**config.mk**
```make
export PLATFORM = sky130hd
export DESIGN_NAME = timer_irq_flat
export DESIGN_NICKNAME = d
export VERILOG_FILES = /design/src/rtl/timer_irq_if.sv /design/src/rtl/timer_irq.sv /design/src/flat_wrapper.sv
export SDC_FILE = /design/constraint.sdc
export NUM_CORES = 1
export LEC_CHECK = 0
export BUFFER_PORTS_ARGS = -buffer_cell sky130_fd_sc_hd__buf_2
export CORE_ASPECT_RATIO = 0.7
export CORE_UTILIZATION = 40
export CTS_BUF_LIST = sky130_fd_sc_hd__clkbuf_8
export CTS_CLUSTER_DIAMETER = 40
export CTS_CLUSTER_SIZE = 14
export DETAILED_ROUTE_END_ITERATION = 7
export GPL_TIMING_DRIVEN = 0
export HOLD_SLACK_MARGIN = 0.12
export MAX_ROUTING_LAYER = met4
export PLACE_DENSITY = 0.74
export RECOVER_POWER = 100
export SLEW_MARGIN = 25
export SYNTH_ARGS = -nofsm -noshare
export SYNTH_HDL_FRONTEND = slang
export SYNTH_SLANG_ARGS = --single-unit
```
**constraint.sdc**
```tcl
create_clock -name clk -period 2.25 [get_ports clk]
set_clock_uncertainty 0.15 [all_clocks]
set_input_delay 0.225 -clock clk [delete_from_list [all_inputs] [get_ports clk]]
set_output_delay 0.225 -clock clk [all_outputs]
set_load 0.02 [all_outputs]
```
**src/rtl/timer_irq_if.sv**
```systemverilog
// Peripheral data-memory bus between the CPU datapath and the interval timer.
// The CPU drives address/strobes/store data; the timer returns load data and its decode hit.
interface timer_irq_if;
  logic [31:0] addr;
  logic        rd_en;
  logic        wr_en;
  logic [31:0] wdata;
  logic [31:0] rdata;
  logic        hit;

  modport master (
    output addr,
    output rd_en,
    output wr_en,
    output wdata,
    input  rdata,
    input  hit
  );

  modport slave (
    input  addr,
    input  rd_en,
    input  wr_en,
    input  wdata,
    output rdata,
    output hit
  );
endinterface

```
**src/rtl/timer_irq.sv**
```systemverilog
// Memory-mapped interval timer: prescaled up-counter with reload from TH on overflow
// and a level interrupt that stays asserted until software clears the status bit.
module timer_irq #(
  parameter logic [31:0] BASE_ADDR = 32'h4000_0000,
  parameter int          PRE_W     = 8
) (
  input  logic       clk,
  input  logic       reset,
  timer_irq_if.slave bus,
  output logic       irq
);

  localparam logic [1:0]       OFS_TH   = 2'd0;
  localparam logic [1:0]       OFS_TL   = 2'd1;
  localparam logic [1:0]       OFS_TCON = 2'd2;
  localparam logic [1:0]       OFS_PRE  = 2'd3;
  localparam logic [PRE_W-1:0] PRE_ONE  = {{(PRE_W-1){1'b0}}, 1'b1};
  localparam logic [31:0]      TL_MAX   = 32'hFFFF_FFFF;

  logic [31:0]      r_th;
  logic [31:0]      r_tl;
  logic             r_en;
  logic             r_ien;
  logic             r_status;
  logic [PRE_W-1:0] r_pre;
  logic [PRE_W-1:0] r_pcnt;

  logic [1:0]       w_sel;
  logic             w_hit;
  logic             w_wr;
  logic             w_wr_th;
  logic             w_wr_tl;
  logic             w_wr_tcon;
  logic             w_wr_pre;
  logic             w_tick;
  logic             w_ovf;
  logic [31:0]      w_rdata;
  logic             w_unused;

  assign w_sel     = bus.addr[3:2];
  assign w_hit     = (bus.addr[31:4] == BASE_ADDR[31:4]);
  assign w_wr      = bus.wr_en & w_hit;
  assign w_wr_th   = w_wr & (w_sel == OFS_TH);
  assign w_wr_tl   = w_wr & (w_sel == OFS_TL);
  assign w_wr_tcon = w_wr & (w_sel == OFS_TCON);
  assign w_wr_pre  = w_wr & (w_sel == OFS_PRE);
  assign w_unused  = ^bus.addr[1:0];

  // A PRE write restarts the prescaler from the new value, so it swallows this edge's tick.
  assign w_tick = r_en & (r_pcnt == '0) & ~w_wr_pre;
  assign w_ovf  = w_tick & (r_tl == TL_MAX);

  always_ff @(posedge clk or negedge reset) begin
    if (!reset) begin
      r_pcnt <= '0;
    end else if (w_wr_pre) begin
      r_pcnt <= bus.wdata[PRE_W-1:0];
    end else if (!r_en || (r_pcnt == '0)) begin
      r_pcnt <= r_pre;
    end else begin
      r_pcnt <= r_pcnt - PRE_ONE;
    end
  end

  always_ff @(posedge clk or negedge reset) begin
    if (!reset) begin
      r_pre <= '0;
    end else if (w_wr_pre) begin
      r_pre <= bus.wdata[PRE_W-1:0];
    end
  end

  always_ff @(posedge clk or negedge reset) begin
    if (!reset) begin
      r_th <= '0;
    end else if (w_wr_th) begin
      r_th <= bus.wdata;
    end
  end

  // Software writes to TL win over both increment and reload; reload sees pre-edge TH.
  always_ff @(posedge clk or negedge reset) begin
    if (!reset) begin
      r_tl <= '0;
    end else if (w_wr_tl) begin
      r_tl <= bus.wdata;
    end else if (w_ovf) begin
      r_tl <= r_th;
    end else if (w_tick) begin
      r_tl <= r_tl + 32'd1;
    end
  end

  always_ff @(posedge clk or negedge reset) begin
    if (!reset) begin
      r_en  <= 1'b0;
      r_ien <= 1'b0;
    end else if (w_wr_tcon) begin
      r_en  <= bus.wdata[0];
      r_ien <= bus.wdata[1];
    end
  end

  // An overflow set takes priority over a software clear so no interrupt is dropped.
  always_ff @(posedge clk or negedge reset) begin
    if (!reset) begin
      r_status <= 1'b0;
    end else if (w_ovf && r_ien) begin
      r_status <= 1'b1;
    end else if (w_wr_tcon) begin
      r_status <= bus.wdata[2];
    end
  end

  always_comb begin
    w_rdata = '0;
    if (bus.rd_en && w_hit) begin
      case (w_sel)
        OFS_TH:   w_rdata = r_th;
        OFS_TL:   w_rdata = r_tl;
        OFS_TCON: w_rdata = {29'b0, r_status, r_ien, r_en};
        default:  w_rdata = 32'(r_pre);
      endcase
    end
  end

  assign bus.rdata = w_rdata;
  assign bus.hit   = w_hit;
  assign irq       = r_status & r_ien;

endmodule
```
**src/flat_wrapper.sv**
```systemverilog
// flat-port wrapper written by rule: the top's interface ports become plain ports
module timer_irq_flat 
#(
  parameter logic [31:0] BASE_ADDR = 32'h4000_0000,
  parameter int          PRE_W     = 8
)
  (clk, reset, irq, bus_addr, bus_rd_en, bus_wr_en, bus_wdata, bus_rdata, bus_hit);
  timer_irq_if bus_i ();
  input  logic clk;
  input  logic reset;
  output logic irq;
  input wire logic [$bits(bus_i.addr)-1:0] bus_addr;
  input wire logic [$bits(bus_i.rd_en)-1:0] bus_rd_en;
  input wire logic [$bits(bus_i.wr_en)-1:0] bus_wr_en;
  input wire logic [$bits(bus_i.wdata)-1:0] bus_wdata;
  output wire logic [$bits(bus_i.rdata)-1:0] bus_rdata;
  output wire logic [$bits(bus_i.hit)-1:0] bus_hit;
  assign bus_i.addr = bus_addr;
  assign bus_i.rd_en = bus_rd_en;
  assign bus_i.wr_en = bus_wr_en;
  assign bus_i.wdata = bus_wdata;
  assign bus_rdata = bus_i.rdata;
  assign bus_hit = bus_i.hit;
  timer_irq #(.BASE_ADDR(BASE_ADDR), .PRE_W(PRE_W)) u_core (.clk(clk), .reset(reset), .bus(bus_i), .irq(irq));
endmodule
```
==> impl_results.md, run 1 <==
- Outcome: finished with violations
- Violated checks: negative setup slack
- Placed insts: 802
- DR pass1 iterations: 7
- Post-synthesis sequential area ratio: 0.408
- Die width: 137 um
- WHS Path Cells: 6
- Startpoint Class: input pin
- Post-synth EDFFs: 0
- CTS Sinks: 83
- Largest net degree at the start of global routing: 68
- Initial Util: 0.409
- Post-Place Setup Slack: -0.834 ns
- Crit Path Class: in2out
- Setup crit end kind: output port
- Avg Synthesized Cell Area: 9.40 sq um
- Fin crit share: 1.18
- Syn Std Cell Area: 5090 sq um
- Worst Reg-to-Reg Cells: 7
- Drt total wl: 17.6 mm
- Worst Path Required: 1.88 ns
- Worst r2r src: u_core.r_pcnt[4]
- FFs w/ async S/R, synth: 1.00
- Yosys warns: 0
- GP Congestion: 0.904
- Final Hold Fails: 0
- Setup WS post-layout: -0.409 ns
- Initial antenna violation count: 0
- Design area: 7910 sq um
- Placed Area: 6270 sq um
- Number of global-route vias before repair: 4,892
- Layout area overhead: 55.5%
- Sum Neg Setup Slack: -22.90 ns
- Commonest cells in the netlist: dfrtp_1, nand2_1, nor2_1, mux2i_1, nand3_1
- Bufs on Longest Clock Path: 2
- Worst-Skew Late Latency: 0.38 ns
- Final global-route overflow total: 0
- RSZ-0062 raised after global routing: yes
- Drt wl/cell: 19.4 um
- Fin Hold WS: 0.237 ns
- Register clock-pin slew on the reported worst setup and hold paths: 0.08 ns
- Hold_sp: bus_addr[3]
- First-pass GRT wire length: 26.3 mm
- VDD IR max: 0.277 mV
- Vias per inst: 5.77
- R2R setup slack: -0.13 ns
- Global Route Usage Sum: 0.275
- Max Cap Violations: 0
- CTS tree: done
- Synthesis-stage register bit count: 83
- Top Metal Used: met4
- Most common cell in the netlist: dfrtp_1
- Worst slew margin: 0.360
- Layout cells sized above 1: 0.423
- Vias: 5,230
- Final net count: 811
- Leakage: 3.47 nW
- H-Tree Depth: 3
- Yosys top cell area share: 0.408
- Worst hold endpoint: u_core.r_pre[0]
- ANT cells: 0
- Core area: 12,400 sq um
- Root Driver: clkbuf_8
- Slew Viols, Final: 0
- Die Span Y: 96.3 um
- Fmax: 0.376 GHz
- Finished Layout Cells: 907
- DIE AREA: 13,200 sq um
- Cells after Synth: 541
- Port Buffer Count: 98
- Post-Syn Nets: 612
- Worst min path class: in2reg
- Most used DFF post-synth: dfrtp_1
- Met2 wire len: 8.07 mm
- Crit path arrival time: 2.28 ns
- Final core occ: 0.637
- Site Rows: 34
- Post-route DRC violation count: 0
- Worst-margin pin slew: 0.960 ns
- Total Power: 2.96 mW
- I/O pin cnt: 102
- Final setup fails: 95
- Wire length on met3: 1.56 mm
- Area leader, netlist: dfrtp_1
- M1 WL: 7.78 mm
- Power Density: 375 nW/um^2
- Detailed placer's ending HPWL: 11.4 mm
- RR Endpoint: u_core.r_tl[22]
- Detailed router's first-iteration violation count: 449
- Cts bufs inserted: 9
- Routed Antenna Nets: 0
- Top cells by area, synth: dfrtp_1, mux2i_1, mux2_1
- Minimum period implied by the final worst setup slack: 2.66 ns
- CP Max Fanout: 8
- Yosys cell types: 60
[sequential cells by signal, indices dropped and copies added (netlist names)]
name             flops
u_core.r_th         32
u_core.r_pcnt        8
u_core.r_ien         1
u_core.r_pre         8
u_core.r_en          1
u_core.r_status      1
u_core.r_tl         32
[how the worst max path moves through the flow]
stage	startpoint	to	slack (ns)	depth (start not counted)
after global routing	bus_addr[8]	bus_rdata[27]	-0.45	10
final	bus_addr[8]	bus_rdata[27]	-0.41	10
after detailed placement	u_core.r_tl[0]	u_core.r_tl[28]	-0.83	8
after CTS	bus_addr[7]	bus_rdata[15]	-0.41	10
after floorplan	bus_addr[28]	bus_rdata[11]	-0.39	8
after global placement	u_core.r_tl[0]	u_core.r_tl[22]	-0.74	8
[placed cells by master (no fill, tap or decap), types with 4 or more instances in the layout]
cell and count:
buf_4 46, dfrtp_2 9, a31oi_1 7, buf_16 4, clkbuf_8 10, nand2_1 79, xor2_1 10, inv_1 8
o211ai_1 4, nand4_1 11, nor2_4 29, a21oi_1 10, o21ai_1 13, dlygate4sd3_1 34, o21ai_0 11, a222oi_1 6
nor3_1 5, buf_2 64, mux2i_1 32, nand3_1 28, xnor2_1 19, and3_1 6, dfrtp_1 74, nor2_1 27
o221ai_2 9, nor4_1 4, a22oi_1 5, buf_6 43, mux2_4 31, buf_12 11, clkbuf_1 5
[logic make-up after synthesis]
kind of cell,Yosys count,share of synthesized area
multiplexers,67,0.147
adder cells (fa/ha/maj),3,0.00738
XOR/XNOR,30,0.0517
flip-flops,83,0.408
AO/OA/AOI/OAI,85,0.116
buffers and inverters,37,0.0322
AND/OR/NAND/NOR,236,0.237
[layer usage]
| metal | up-vias | track usage |
|---|---|---|
| met4 | 0 | 0.0568 |
| met2 | 252 | 0.415 |
| met5 | - | - |
| li1 | 2362 | - |
| met1 | 2590 | 0.378 |
| met3 | 26 | 0.0632 |
[final cells by class]
class                      count  area, sq um
buffer                        27          294
clock buffer                  10          138
clock inverter                 6         88.8
fill                         989         4510
inverter                       8         30.0
multi-input combinational    421         3400
sequential                    83         2090
tap                          162          203
timing repair buffer         190         1660
[power by group]
part	internal [mW]	leakage, nW	switching [mW]
clock network	0.655	0.108	0.599
registers	1.49	1.11	0.0000269
logic	0.107	2.25	0.110
total	2.25	3.47	0.709
[worst max-delay path, cell delays in order]
cell and delay [ns]:
buf_6 0.09, or4_4 0.53, or3_4 0.42, nor2_4 0.15, nand2_4 0.07, or2_4 0.25, buf_12 0.16, buf_16 0.15
nor2_4 0.11, buf_6 0.12
[what timing repair did]
action                                  CTS  global route
pin swaps                                21            17
buffers inserted                         34            18
endpoints found under the setup margin  109           115
gates cloned                              4             2
hold buffers                             34             0
hold endpoints to repair                166             0
gates resized for setup                  94            65
Power figures use the tool's default switching activity.
==> run 2, diff against run 1 <==
Settings changed: HOLD_SLACK_MARGIN 0.12 to not set, SETUP_SLACK_MARGIN set to 0.3, SLEW_MARGIN 25 to not set.
==> run 2 against run 1 <==
The flow still finishes with violations (negative setup slack). Critical path depth did not move. Clock-buffer cell count rose by 2. Sequential cell count did not move. Global-route usage rose by 4.3 points. Combinational power rose by 3%. Utilization rose by 4.7 points. Highest routed layer unchanged.
==> impl_results.md, run 2 (synthesis results as in run 1) <==
- Fmax: 0.350 GHz (was 0.376 GHz)
- DR pass1 iterations: 6 (was 7)
- Most common cell after layout, fill and taps aside: dfrtp_1 (was nand2_1)
- DIE AREA: 13,200 sq um (unchanged)
- Worst-Skew Late Latency: 0.38 ns (about the same)
- Post-Place Setup Slack: -0.866 ns (was -0.834 ns)
- Power Density: 327 nW/um^2 (was 375 nW/um^2)
- Startpoint Class: flop (was input pin)
- Layout area overhead: 66.9% (was 55.5%)
- Routed Antenna Nets: 0 (unchanged)
- H-Tree Depth: 3 (unchanged)
- Post-route DRC violation count: 0 (unchanged)
- Bufs on Longest Clock Path: 2 (unchanged)
- Fin crit share: 1.27 (was 1.18)
- Final global-route overflow total: 0 (unchanged)
- Cts bufs inserted: 9 (unchanged)
- Fin Hold WS: 0.307 ns (was 0.237 ns)
- Drt total wl: 22.2 mm (was 17.6 mm)
- I/O pin cnt: 102 (unchanged)
- Final Hold Fails: 0 (unchanged)
- Crit path arrival time: 2.97 ns (was 2.28 ns)
- Detailed placer's ending HPWL: 11.4 mm (about the same)
- Drt wl/cell: 23.9 um (was 19.4 um)
- Internal power: 2.08 mW (was 2.25 mW)
- Largest net degree at the start of global routing: 65 (was 68)
- Die Span Y: 96.3 um (unchanged)
- Core area: 12,400 sq um (unchanged)
- First-pass GRT wire length: 30.1 mm (was 26.3 mm)
- Vias: 5,917 (was 5,230)
- Port Buffer Count: 98 (unchanged)
- Minimum period implied by the final worst setup slack: 2.85 ns (was 2.66 ns)
- CP Max Fanout: 6 (was 8)
- Sum Neg Setup Slack: -37.42 ns (was -22.90 ns)
- Total Power: 2.78 mW (was 2.96 mW)
- FILL cells: 818 (was 989)
- Design area: 8490 sq um (was 7910 sq um)
- Switch share: 0.252 (was 0.239)
- Comb power frac: 0.081 (was 0.073)
- CTS Sinks: 83 (unchanged)
- Placed insts: 802 (unchanged)
- Register clock-pin slew on the reported worst setup and hold paths: 0.09 ns (was 0.08 ns)
- Worst min path class: in2reg (unchanged)
- Initial antenna violation count: 1 (was 0)
- Vias per inst: 6.37 (was 5.77)
- Site Rows: 34 (unchanged)
- CP startpoint: u_core.r_pcnt[4] (was bus_addr[8])
- Hold_sp: bus_wr_en (was bus_addr[3])
- Number of global-route vias before repair: 5,539 (was 4,892)
- Clk pwr share: 0.383 (was 0.424)
- Root Driver: clkbuf_8 (unchanged)
- GP Congestion: 0.934 (was 0.904)
- Worst Path Required: 2.37 ns (was 1.88 ns)
- Initial Util: 0.409 (unchanged)
- Final net count: 833 (was 811)
- Part of the power in registers: 0.537 (was 0.503)
- Outcome: finished with violations (unchanged)
- CTS tree: done (unchanged)
- Worst-margin pin slew: 1.11 ns (was 0.960 ns)
- Global Route Usage Sum: 0.319 (was 0.275)
- Leakage: 3.76 nW (was 3.47 nW)
- Layout cells sized above 1: 0.482 (was 0.423)
- Worst slew margin: 0.262 (was 0.360)
- Finished Layout Cells: 929 (was 907)
- Violated checks: negative setup slack (unchanged)
- Crit Path Class: reg2reg (was in2out)
- Commonest cells after routing, fill and taps aside: dfrtp_1, buf_2, buf_6 (was nand2_1, dfrtp_1, buf_2)
- Setup crit end kind: flop (was output port)
- Final setup fails: 110 (was 95)
- Slew Viols, Final: 0 (unchanged)
- Detailed router's first-iteration violation count: 780 (was 449)
- Worst r2r src: u_core.r_pcnt[4] (unchanged)
- RSZ-0062 raised after global routing: yes (unchanged)
- Largest registers: u_core.r_th: 32 flops, u_core.r_tl: 32 flops (unchanged)
- Max Cap Violations: 0 (unchanged)
- NetSw: 699 uW (was 709 uW)
- VDD IR max: 0.328 mV (was 0.277 mV)
- Die width: 137 um (unchanged)
- Setup WS post-layout: -0.604 ns (was -0.409 ns)
- Final core occ: 0.683 (was 0.637)
- Placed Area: 6290 sq um (was 6270 sq um)
[run 2: cell count changes in the layout (fill, tap and decap cells not counted), sizes merged]
cell	change
clkbuf	+3
clkinvlp	-1
nor2	+1
inv	+2
diode	+1
buf	+21
dlygate4sd3	-1
bufinv	-2
clkinv	-2
[run 2: worst paths after layout]
kind                                   end  slack [ns]  cells past startpoint
setup / recovery           u_core.r_tl[31]       -0.60                     10
hold / removal                 u_core.r_en        0.31                      4
hold reg to reg            u_core.r_pre[2]        0.37                      2
min in group asynchronous  u_core.r_tl[29]        0.41                      2
setup reg to reg           u_core.r_tl[31]       -0.60                     10
max in group asynchronous   u_core.r_tl[0]        0.31                      3
[run 2: critical path, cell delays in order (launching register included)]
cell and delay (ns):
dfrtp_1 0.48, nor4_4 0.55, nand4_1 0.24, buf_4 0.21
buf_4 0.13, o21ba_4 0.21, buf_8 0.14, buf_12 0.13
buf_6 0.11, o2bb2ai_2 0.11, a211o_1 0.27
[run 2: per-layer routing]
metal	up-vias	global-route usage	routed length [um]
met5	-	-	0
met4	0	0.151	1450
met3	131	0.0764	2510
met2	492	0.499	9830
met1	2878	0.390	8380
li1	2416	-	-
[run 2: power by group through the flow]
| stage | Clock (mW) | Sequential, mW | Combinational (mW) |
|---|---|---|---|
| floorplan | 0 | 1.52 | 0.0454 |
| global placement | 0 | 1.52 | 0.157 |
| detailed placement | 0 | 1.52 | 0.168 |
| CTS | 1.05 | 1.49 | 0.222 |
| global route | 1.12 | 1.49 | 0.243 |
| finish | 1.06 | 1.49 | 0.224 |
[run 2: what timing repair did]
item | 4_1_cts | 5_1_grt
hold buffers | 33 | 0
pin swaps | 38 | 33
setup buffers | 55 | 13
gates cloned | 9 | 1
gates resized for setup | 149 | 102
endpoints found under the setup margin | 115 | 116
endpoints found under the hold margin | 151 | 0
[run 2: cell type report]
class	count	area [sq um]	area share
antenna	1	2.50	0.000295
clock buffer	12	165	0.0195
timing repair buffer	209	2000	0.235
buffer	29	365	0.0430
multi-input combinational	422	3630	0.428
sequential	83	2080	0.245
tap	162	203	0.0239
clock inverter	3	15.0	0.00177
inverter	8	30.0	0.00354
